--- config.mk ---
export PLATFORM = sky130hd
export DESIGN_NAME = trdemu_nmi_ctl
export DESIGN_NICKNAME = d
export VERILOG_FILES = /design/src/rtl/trdemu_nmi_ctl_pkg.sv /design/src/rtl/trdemu_downcnt.sv /design/src/rtl/trdemu_nmi_ctl.sv
export SDC_FILE = /design/constraint.sdc
export NUM_CORES = 1
export LEC_CHECK = 0
export CORE_ASPECT_RATIO = 1.75
export CORE_MARGIN = 4
export CORE_UTILIZATION = 38
export DETAILED_ROUTE_END_ITERATION = 16
export PLACE_DENSITY = 0.9
export REMOVE_ABC_BUFFERS = 1
export SLEW_MARGIN = 20
export SYNTH_ARGS = -nofsm -noshare
export SYNTH_HDL_FRONTEND = slang
export SYNTH_SLANG_ARGS = --single-unit
--- constraint.sdc ---
create_clock -name fclk -period 2 [get_ports fclk]
set_input_delay 0.3 -clock fclk [delete_from_list [all_inputs] [get_ports fclk]]
set_output_delay 0.3 -clock fclk [all_outputs]
set_load 0.01 [all_outputs]
--- src/rtl/trdemu_nmi_ctl_pkg.sv ---
`default_nettype none
// +--------------------------------------------------------------------------+
// | Module   : trdemu_nmi_ctl_pkg                                            |
// | Purpose  : Shared constants for the VG93 emulation NMI sequencer.        |
// | Revision : 1.0 - initial release                                         |
// +--------------------------------------------------------------------------+
package trdemu_nmi_ctl_pkg;

    localparam logic [1:0] ST_IDLE  = 2'd0;
    localparam logic [1:0] ST_REQ   = 2'd1;
    localparam logic [1:0] ST_WAIT  = 2'd2;
    localparam logic [1:0] ST_GUARD = 2'd3;

    localparam logic [15:0] NMI_VEC      = 16'h0066;
    localparam logic [7:0]  CLR_NMI_PORT = 8'hBE;

    // Counter width able to hold the larger of two lengths minus one.
    function automatic int cnt_width(input int a, input int b);
        int m;
        m = (a > b) ? a : b;
        return (m <= 1) ? 1 : $clog2(m);
    endfunction

endpackage
`default_nettype wire

--- src/rtl/trdemu_downcnt.sv ---
`default_nettype none
// +--------------------------------------------------------------------------+
// | Module   : trdemu_downcnt                                                |
// | Purpose  : Loadable down-counter that stops at zero, with zero flag.     |
// | Revision : 1.0 - initial release                                         |
// +--------------------------------------------------------------------------+
module trdemu_downcnt #(
    parameter int WIDTH = 4
) (
    input  logic             clk,
    input  logic             rst,
    input  logic             i_load,
    input  logic [WIDTH-1:0] i_load_val,
    input  logic             i_dec,
    output logic [WIDTH-1:0] o_cnt,
    output logic             o_zero
);

    logic [WIDTH-1:0] r_cnt;

    always_ff @(posedge clk) begin
        if (rst) begin
            r_cnt <= '0;
        end else if (i_load) begin
            r_cnt <= i_load_val;
        end else if (i_dec && (r_cnt != '0)) begin
            r_cnt <= r_cnt - WIDTH'(1);
        end
    end

    assign o_cnt  = r_cnt;
    assign o_zero = (r_cnt == '0);

endmodule
`default_nettype wire

--- src/rtl/trdemu_nmi_ctl.sv ---
`default_nettype none
// +--------------------------------------------------------------------------+
// | Module   : trdemu_nmi_ctl                                                |
// | Purpose  : Traps VG93 port accesses for emulated drives, raises NMI and  |
// |            holds the trap record until the handler releases it.          |
// | Options  : TRDEMU_WDOG_EN - handler watchdog (WDOG_W bits) in WAIT.      |
// | Revision : 1.0 - initial release                                         |
// +--------------------------------------------------------------------------+
module trdemu_nmi_ctl #(
    parameter int NMI_LEN   = 16,
    parameter int GUARD_LEN = 8,
    parameter int WDOG_W    = 20
) (
    input  logic        fclk,
    input  logic        rst,
    input  logic        vg_rdwr_fclk,
    input  logic        vg_wr,
    input  logic [1:0]  vg_a,
    input  logic [7:0]  vg_wrdata,
    input  logic [1:0]  drv_sel,
    input  logic [3:0]  fdd_mask,
    input  logic        m1_fetch,
    input  logic [15:0] cpu_addr,
    input  logic        clr_nmi,
    output logic        nmi_req,
    output logic        in_trdemu,
    output logic        trap_busy,
    output logic [1:0]  trap_a,
    output logic        trap_wr,
    output logic [7:0]  trap_data,
    output logic        trap_err
);

    import trdemu_nmi_ctl_pkg::*;

    localparam int                 c_CNT_W    = cnt_width(NMI_LEN, GUARD_LEN);
    localparam logic [c_CNT_W-1:0] c_NMI_LD   = c_CNT_W'(NMI_LEN - 1);
    localparam logic [c_CNT_W-1:0] c_GUARD_LD = c_CNT_W'(GUARD_LEN - 1);

    logic [1:0]         r_state;
    logic [1:0]         w_state_nxt;
    logic               w_trap;
    logic               w_vec_fetch;
    logic               w_latch;
    logic               w_err_set;
    logic               w_err_clr;
    logic               w_wdog_expire;
    logic               w_cnt_load;
    logic [c_CNT_W-1:0] w_cnt_ld_val;
    logic               w_cnt_dec;
    logic [c_CNT_W-1:0] w_cnt;
    logic               w_cnt_zero;

    assign w_trap      = vg_rdwr_fclk && fdd_mask[drv_sel];
    assign w_vec_fetch = m1_fetch && (cpu_addr == NMI_VEC);

    trdemu_downcnt #(
        .WIDTH      (c_CNT_W)
    ) u_cnt (
        .clk        (fclk),
        .rst        (rst),
        .i_load     (w_cnt_load),
        .i_load_val (w_cnt_ld_val),
        .i_dec      (w_cnt_dec),
        .o_cnt      (w_cnt),
        .o_zero     (w_cnt_zero)
    );

    always_comb begin
        w_state_nxt  = r_state;
        w_latch      = 1'b0;
        w_err_set    = 1'b0;
        w_err_clr    = 1'b0;
        w_cnt_load   = 1'b0;
        w_cnt_ld_val = c_NMI_LD;
        w_cnt_dec    = 1'b0;
        case (r_state)
            ST_IDLE: begin
                if (w_trap) begin
                    w_state_nxt = ST_REQ;
                    w_latch     = 1'b1;
                    w_cnt_load  = 1'b1;
                end
            end
            ST_REQ: begin
                w_err_set = w_trap;
                if (clr_nmi) begin
                    w_state_nxt  = ST_GUARD;
                    w_cnt_load   = 1'b1;
                    w_cnt_ld_val = c_GUARD_LD;
                end else if (w_vec_fetch || w_cnt_zero) begin
                    w_state_nxt = ST_WAIT;
                end else begin
                    w_cnt_dec = 1'b1;
                end
            end
            ST_WAIT: begin
                // A watchdog timeout releases exactly like clr_nmi but flags the error.
                w_err_set = w_trap || w_wdog_expire;
                if (clr_nmi || w_wdog_expire) begin
                    w_state_nxt  = ST_GUARD;
                    w_err_clr    = clr_nmi;
                    w_cnt_load   = 1'b1;
                    w_cnt_ld_val = c_GUARD_LD;
                end
            end
            ST_GUARD: begin
                w_err_set = w_trap;
                if (w_cnt_zero) begin
                    w_state_nxt = ST_IDLE;
                end else begin
                    w_cnt_dec = 1'b1;
                end
            end
            default: begin
                w_state_nxt = ST_IDLE;
            end
        endcase
    end

    always_ff @(posedge fclk) begin
        if (rst) begin
            r_state <= ST_IDLE;
        end else begin
            r_state <= w_state_nxt;
        end
    end

    always_ff @(posedge fclk) begin
        if (rst) begin
            trap_a    <= 2'b00;
            trap_wr   <= 1'b0;
            trap_data <= 8'h00;
        end else if (w_latch) begin
            trap_a    <= vg_a;
            trap_wr   <= vg_wr;
            trap_data <= vg_wr ? vg_wrdata : 8'h00;
        end
    end

    always_ff @(posedge fclk) begin
        if (rst) begin
            trap_err <= 1'b0;
        end else if (w_err_set) begin
            trap_err <= 1'b1;
        end else if (w_err_clr) begin
            trap_err <= 1'b0;
        end
    end

`ifdef TRDEMU_WDOG_EN
    logic [WDOG_W-1:0] r_wdog;

    // Held at zero outside WAIT, so every WAIT entry starts a fresh count.
    always_ff @(posedge fclk) begin
        if (rst || (r_state != ST_WAIT)) begin
            r_wdog <= '0;
        end else if (!w_wdog_expire) begin
            r_wdog <= r_wdog + WDOG_W'(1);
        end
    end

    assign w_wdog_expire = (r_state == ST_WAIT) && (&r_wdog);
`else
    assign w_wdog_expire = 1'b0;

    // WDOG_W only sizes the optional watchdog; an invalid value elaborates nothing.
    if (WDOG_W < 1) begin : g_wdog_w_unused
    end
`endif

    assign nmi_req   = (r_state == ST_REQ);
    assign in_trdemu = (r_state == ST_REQ) || (r_state == ST_WAIT);
    assign trap_busy = (r_state != ST_IDLE);

endmodule
`default_nettype wire

==> results.json, run 1 <==
{
  "cts_num_sinks": 18,
  "antenna_cells": 0,
  "multi_input_area_um2": 558.0,
  "numCtsBuffers": 3,
  "vias": 1039,
  "start_util_pct": 40.40,
  "finalNetCount": 215,
  "path_cells": "inv_1, ha_2, clkdlybuf4s50_1",
  "worst_pin_slew_ns": 0.4600,
  "fin_total_pwr_uw": 1476,
  "critPathCaptureType": "primary output",
  "worstReg2RegStart": "r_state[0]",
  "root_buffer": "clkbuf_8",
  "cts_tree": "yes",
  "drt-vias-per-instance": 5.328,
  "wirelength_um": 2910,
  "worstPathArrival_ns": 1.60,
  "setup_viol_count_final": 0,
  "postPlaceCellArea_um2": 1534,
  "drc": 0,
  "core_area_um2": 2360,
  "rows": 23,
  "critPathMaxStageDelay_ns": 0.54,
  "gr-usage-met3_pct": 5.085,
  "clockBufferDepth": 2,
  "regArea_um2": 362.8,
  "synth_cell_types": 30,
  "grt.met2_usage_pct": 33.13,
  "min_period_over_period_pct": 94.98,
  "min_from": "trap_data[3]",
  "worst-path-buf-inv": 2,
  "cp_top_family": "buffers and inverters",
  "grt_pass1_wl_um": 4388,
  "dieArea_um2": 3406,
  "netSwitchingPower_uw": 493.3,
  "routabilityCongestion": 0.7907,
  "die-height_um": 74.26,
  "pwr-share-clk_pct": 20.1,
  "drtIter0Drc": 39,
  "fmax_mhz": 526.4,
  "overflow": 0,
  "rsz0062_at_grt": "no",
  "ir_drop_v": 0.0005594,
  "status": "completed",
  "synth-seq-area-share_pct": 37.80,
  "final_area_um2": 1597,
  "crit_type": "register to primary output",
  "min_period_ns": 1.900,
  "io_pins": 53,
  "async_flop_share_pct": 0,
  "fp.dieW_um": 45.87,
  "slowest_stage": "clkdlybuf4s50_1",
  "final-hold-violation-count": 0,
  "htreeDepth": 1,
  "switching_share_pct": 33.42,
  "avgSynthCellArea_um2": 8.363,
  "dp_hpwl_um": 2416,
  "grt_busiest_layer": "met2",
  "synth_edf_count": 0,
  "fillers": 177,
  "powerDensity_nw_per_um2": 924.6,
  "hold_class": "register to register",
  "max_slew_margin_pct": 69.30,
  "required_ns": 1.70,
  "grt_pass1_vias": 1057,
  "global_route.usage.met1_pct": 17.06,
  "setup_tns_ns": 0,
  "syn-cell-area_um2": 953.4,
  "wl_per_cell_um": 14.92,
  "rrSetupSlack_ns": 0.14,
  "p_int_uw": 982.9,
  "layout-drive-gt1-share_pct": 11.76,
  "ys_ff_latch": 18,
  "ff2ff_path_depth": 6,
  "clk_latency_ns": 0.25,
  "power_frac_comb_pct": 46.7,
  "path_clk_slew_ns": 0.07,
  "grt_use_total_pct": 17.30,
  "max-cap-violations": 0,
  "worstSetupStartpointType": "register",
  "ys_warn_count": 0,
  "fin_skew_ns": 0.001865,
  "setup_ws_ns": 0.1004,
  "regToRegEndpoint": "r_state[1]",
  "hold_depth": 2,
  "ant_nets": 0,
  "synthCells": 114,
  "grt_max_degree": 15,
  "post_cts_buffers": 0,
  "pre_cts_ws_ns": -0.1876,
  "area_delta_synth_final_pct": 67.45,
  "portBuffers": 52,
  "maxSlewViolCount": 0,
  "cp_max_fo": 4,
  "firstDrtPassIters": 4,
  "synth_flop_cell": "dfxtp_1",
  "p_leak_uw": 0.0005957,
  "antenna_found_initial": 0,
  "seq_power_share_pct": 33.1,
  "utilization_pct": 67.66,
  "worstHoldEndpoint": "trap_data[3]"
}
final cells by class:
type | count | area share (%)
flip-flops and latches | 18 | 22.73
well taps | 25 | 1.959
repair buffers | 57 | 35.74
multi-input cells | 86 | 34.95
clock buffers | 4 | 3.448
inverters | 5 | 1.176
stage by stage:
| step | hold WS, ns | instances |
|---|---|---|
| floorplan | 0.3624 | 109 |
| global placement | 0.4441 | 191 |
| detailed placement | 0.4437 | 191 |
| CTS | 0.4528 | 195 |
| global route | 0.4755 | 195 |
| finish | 0.4488 | 195 |
what timing repair did:
item,in CTS,in global routing
setup endpoints to repair,0,9
hold buffers,0,0
resized for setup,0,4
cells in the mapped netlist, types with 2 or more instances:
cell type	count	area, um2
mux2i_1	3	30.03
inv_1	5	18.77
buf_2	2	10.01
clkbuf_1	3	11.26
a21oi_1	15	75.07
nand2_1	17	63.81
ha_1	6	75.07
nor2_1	7	26.28
dfxtp_1	18	360.4
xor2_1	2	17.52
o211ai_1	2	15.01
nand3_1	10	50.05
nand2b_1	5	31.28
nor2b_1	2	12.51
nor4_1	2	12.51
power by group through the flow:
stage / combinational, uW / clock (uW) / sequential [uW]
6_report: 690 / 297 / 489
5_1_grt: 757 / 315 / 501
4_1_cts: 685 / 301 / 485
3_5_place_dp: 678 / 0 / 492
3_3_place_gp: 649 / 0 / 488
2_1_floorplan: 383 / 0 / 490
sequential cells by signal (all words and copies together), names as in the netlist:
| register | count |
|---|---|
| trap_a | 2 |
| trap_err | 1 |
| r_state | 2 |
| trap_wr | 1 |
| u_cnt.o_cnt | 4 |
| trap_data | 8 |
placed cells by master (no fill, tap or decap), types with 2 or more instances in the layout:
cell	count
o211ai_1	2
nand2b_1	5
nand3_1	10
nand2_1	17
nor4_1	2
nor2_1	6
nor2b_1	2
dfxtp_2	2
inv_1	5
xor2_1	2
dfxtp_1	16
clkdlybuf4s50_1	52
buf_4	4
mux2i_1	3
clkbuf_8	4
ha_1	5
a21oi_1	15
per-layer routing:
layer | part of all wire (%) | up-vias
met5 | 0 | -
met4 | 0.45 | 0
met3 | 11 | 2
met2 | 54 | 52
met1 | 34 | 476
li1 | - | 509
worst min-delay path, delay by kind of cell (launching register included):
kind | cells | cell delay (ns)
flops | 1 | 0.31
simple gates | 1 | 0.05
compound gates | 1 | 0.05
worst max path at each step:
stage,from,to,slack (ns),depth (start not counted)
global route,r_state[0],r_state[1],0.004,6
global placement,drv_sel[1],trap_data[2],-0.02,6
floorplan,r_state[0],r_state[1],0.30,6
detailed placement,drv_sel[1],trap_data[7],-0.19,6
CTS,r_state[0],trap_busy,0.005,4
finish,r_state[0],in_trdemu,0.10,3
cells by family after synthesis:
family                     after synthesis  synth area share, %
AOI/OAI and AO/OA                       26                18.11
xor gates and xnor gates                 3                2.756
adders and majority gates                6                7.874
buffers and inverters                   10                4.200
DFF                                     18                37.80
muxes                                    4                4.724
and+or+nand+nor                         47                24.54
(Power assumes the default switching activity.)
==> run 2, diff against run 1 <==
Settings changed: HOLD_SLACK_MARGIN set to 0.1.
==> results of run 2 <==
The final DEF is identical to that of run 1; final timing and power are the same.
==> run 3, diff against run 2 <==
Settings changed: PLACE_DENSITY 0.9 to 0.77, REMOVE_ABC_BUFFERS 1 to not set.
==> run 3 against run 2 <==
Combinational power fell by 3.0%. Hold slack improved by 0.0058 ns. Die area unchanged. Routed wire length is 10% lower. Clock power fell by 3%. Clock skew down 0.00086 ns.
==> results.json, run 3 (synthesis results as in run 1) <==
{
  "status": "completed",
  "maxUsedRoutingLayer": "met4",
  "dieArea_um2": 3406,
  "grt_max_degree": 20,
  "layout-drive-gt1-share_pct": 11.11,
  "max-cap-violations": 0,
  "cp_max_fo": 4,
  "fillers": 208,
  "switching_share_pct": 32.71,
  "hold_depth": 2,
  "worstSetupStartpointType": "register",
  "wl_per_cell_um": 13.36,
  "fin_cells": 196,
  "crit_type": "register to primary output",
  "required_ns": 1.70,
  "wl_met1_um": 850,
  "htreeDepth": 1,
  "finalNetCount": 216,
  "hold_class": "register to register",
  "ff2ff_path_depth": 6,
  "cts_tree": "yes",
  "p_leak_uw": 0.0005955,
  "io_pins": 53,
  "critPathCaptureType": "primary output",
  "wl_met3_um": 282,
  "rsz0062_at_grt": "yes",
  "ctsHoldBuffers": 0,
  "drt-vias-per-instance": 5.061,
  "powerDensity_nw_per_um2": 911.0,
  "p_int_uw": 972.6,
  "hold_ws_ns": 0.4547,
  "numCtsBuffers": 3,
  "seq_power_share_pct": 33.7,
  "start_util_pct": 40.40,
  "die-height_um": 74.26,
  "fp.dieW_um": 45.87,
  "routabilityCongestion": 0.7627,
  "final_common_cell": "clkdlybuf4s50_1",
  "synth_nets": 158,
  "firstDrtPassIters": 4,
  "vias": 992,
  "clockBufferDepth": 2,
  "rows": 23,
  "worstPathArrival_ns": 1.60,
  "max_slew_margin_pct": 55.17,
  "area_delta_synth_final_pct": 66.40,
  "rrSetupSlack_ns": 0.14,
  "post_cts_buffers": 0,
  "largest_reg_flops": 8,
  "path_clk_slew_ns": 0.07,
  "drc": 0,
  "drtIter0Drc": 15,
  "cts-resized-gates": 0,
  "dp.cells": 192,
  "min_period_over_period_pct": 95.14,
  "regMostFlops": "trap_data",
  "cts_num_sinks": 18,
  "ant_nets": 0,
  "wl_met2_um": 1451,
  "fmax_mhz": 525.5,
  "fin_skew_ns": 0.001006,
  "clk_latency_ns": 0.25,
  "maxSlewViolCount": 0,
  "portBuffers": 52,
  "grt_pass1_wl_um": 4319,
  "pwr-share-clk_pct": 20.0,
  "ir_drop_v": 0.0007321,
  "final-hold-violation-count": 0,
  "final_cell_mix": "clkdlybuf4s50_1 (52), nand2_1 (17), dfxtp_1 (16)",
  "worst_pin_slew_ns": 0.6700,
  "antenna_cells": 0,
  "dp_hpwl_um": 2190,
  "power_frac_comb_pct": 46.3,
  "antenna_found_initial": 0,
  "min_period_ns": 1.903,
  "grt_use_total_pct": 17.05,
  "wirelength_um": 2618,
  "core_area_um2": 2360,
  "grt_pass1_vias": 1039,
  "root_buffer": "clkbuf_8",
  "setup_viol_count_final": 0,
  "overflow": 0,
  "netSwitchingPower_uw": 472.8
}
==> run 3: cell types whose count changed in the layout (fill, tap and decap cells not counted), sizes merged <==
cell	delta
buf	+1
==> run 3: power by group through the flow <==
| stage | sequential [uW] | combinational, uW | clock (uW) |
|---|---|---|---|
| after floorplan | 490 | 397 | 0 |
| after global placement | 489 | 650 | 0 |
| after detailed placement | 492 | 669 | 0 |
| after CTS | 484 | 675 | 301 |
| after global routing | 498 | 750 | 321 |
| final | 487 | 669 | 289 |
==> run 3: critical path, stage by stage, from the launching register on <==
cell and delay, ns:
dfxtp_2 0.36, inv_1 0.09, ha_1 0.26, inv_1 0.10, clkdlybuf4s50_1 0.55
==> run 3: path summary, 6_finish.rpt <==
| path | from | to |
|---|---|---|
| max reg2reg | r_state[0] | r_state[1] |
| min reg2reg | trap_data[1] | trap_data[1] |
| max | r_state[0] | trap_busy |
| min | trap_data[1] | trap_data[1] |
==> run 3: area by class of cell <==
cell class / count / area, um2 / share of cell area (%)
clock buffers: 4 / 55.05 / 3.470
multi-input cells: 86 / 553.0 / 34.86
repair buffers: 58 / 565.5 / 35.65
inverters: 5 / 18.77 / 1.183
well taps: 25 / 31.28 / 1.972
flip-flops and latches: 18 / 362.8 / 22.87
==> run 3: stage by stage <==
stage	TNS [ns]	total power, uW	worst slack (ns)	util (%)	instance area [um2]
after floorplan	0	886.9	0.2976	-	953.4
after global placement	-0.06955	1140	-0.04186	64.79	1529
after detailed placement	-0.6046	1161	-0.1029	64.79	1529
after CTS	0	1460	0.03535	67.13	1584
after global routing	-0.008475	1568	-0.008475	67.23	1587
final	0	1445	0.09715	67.23	1587
==> run 3: routing by layer <==
| layer | up-vias | track usage [%] |
|---|---|---|
| li1 | 508 | - |
| met1 | 446 | 16.24 |
| met2 | 36 | 32.36 |
| met3 | 2 | 4.600 |
| met4 | 0 | 6.646 |
| met5 | - | 0 |
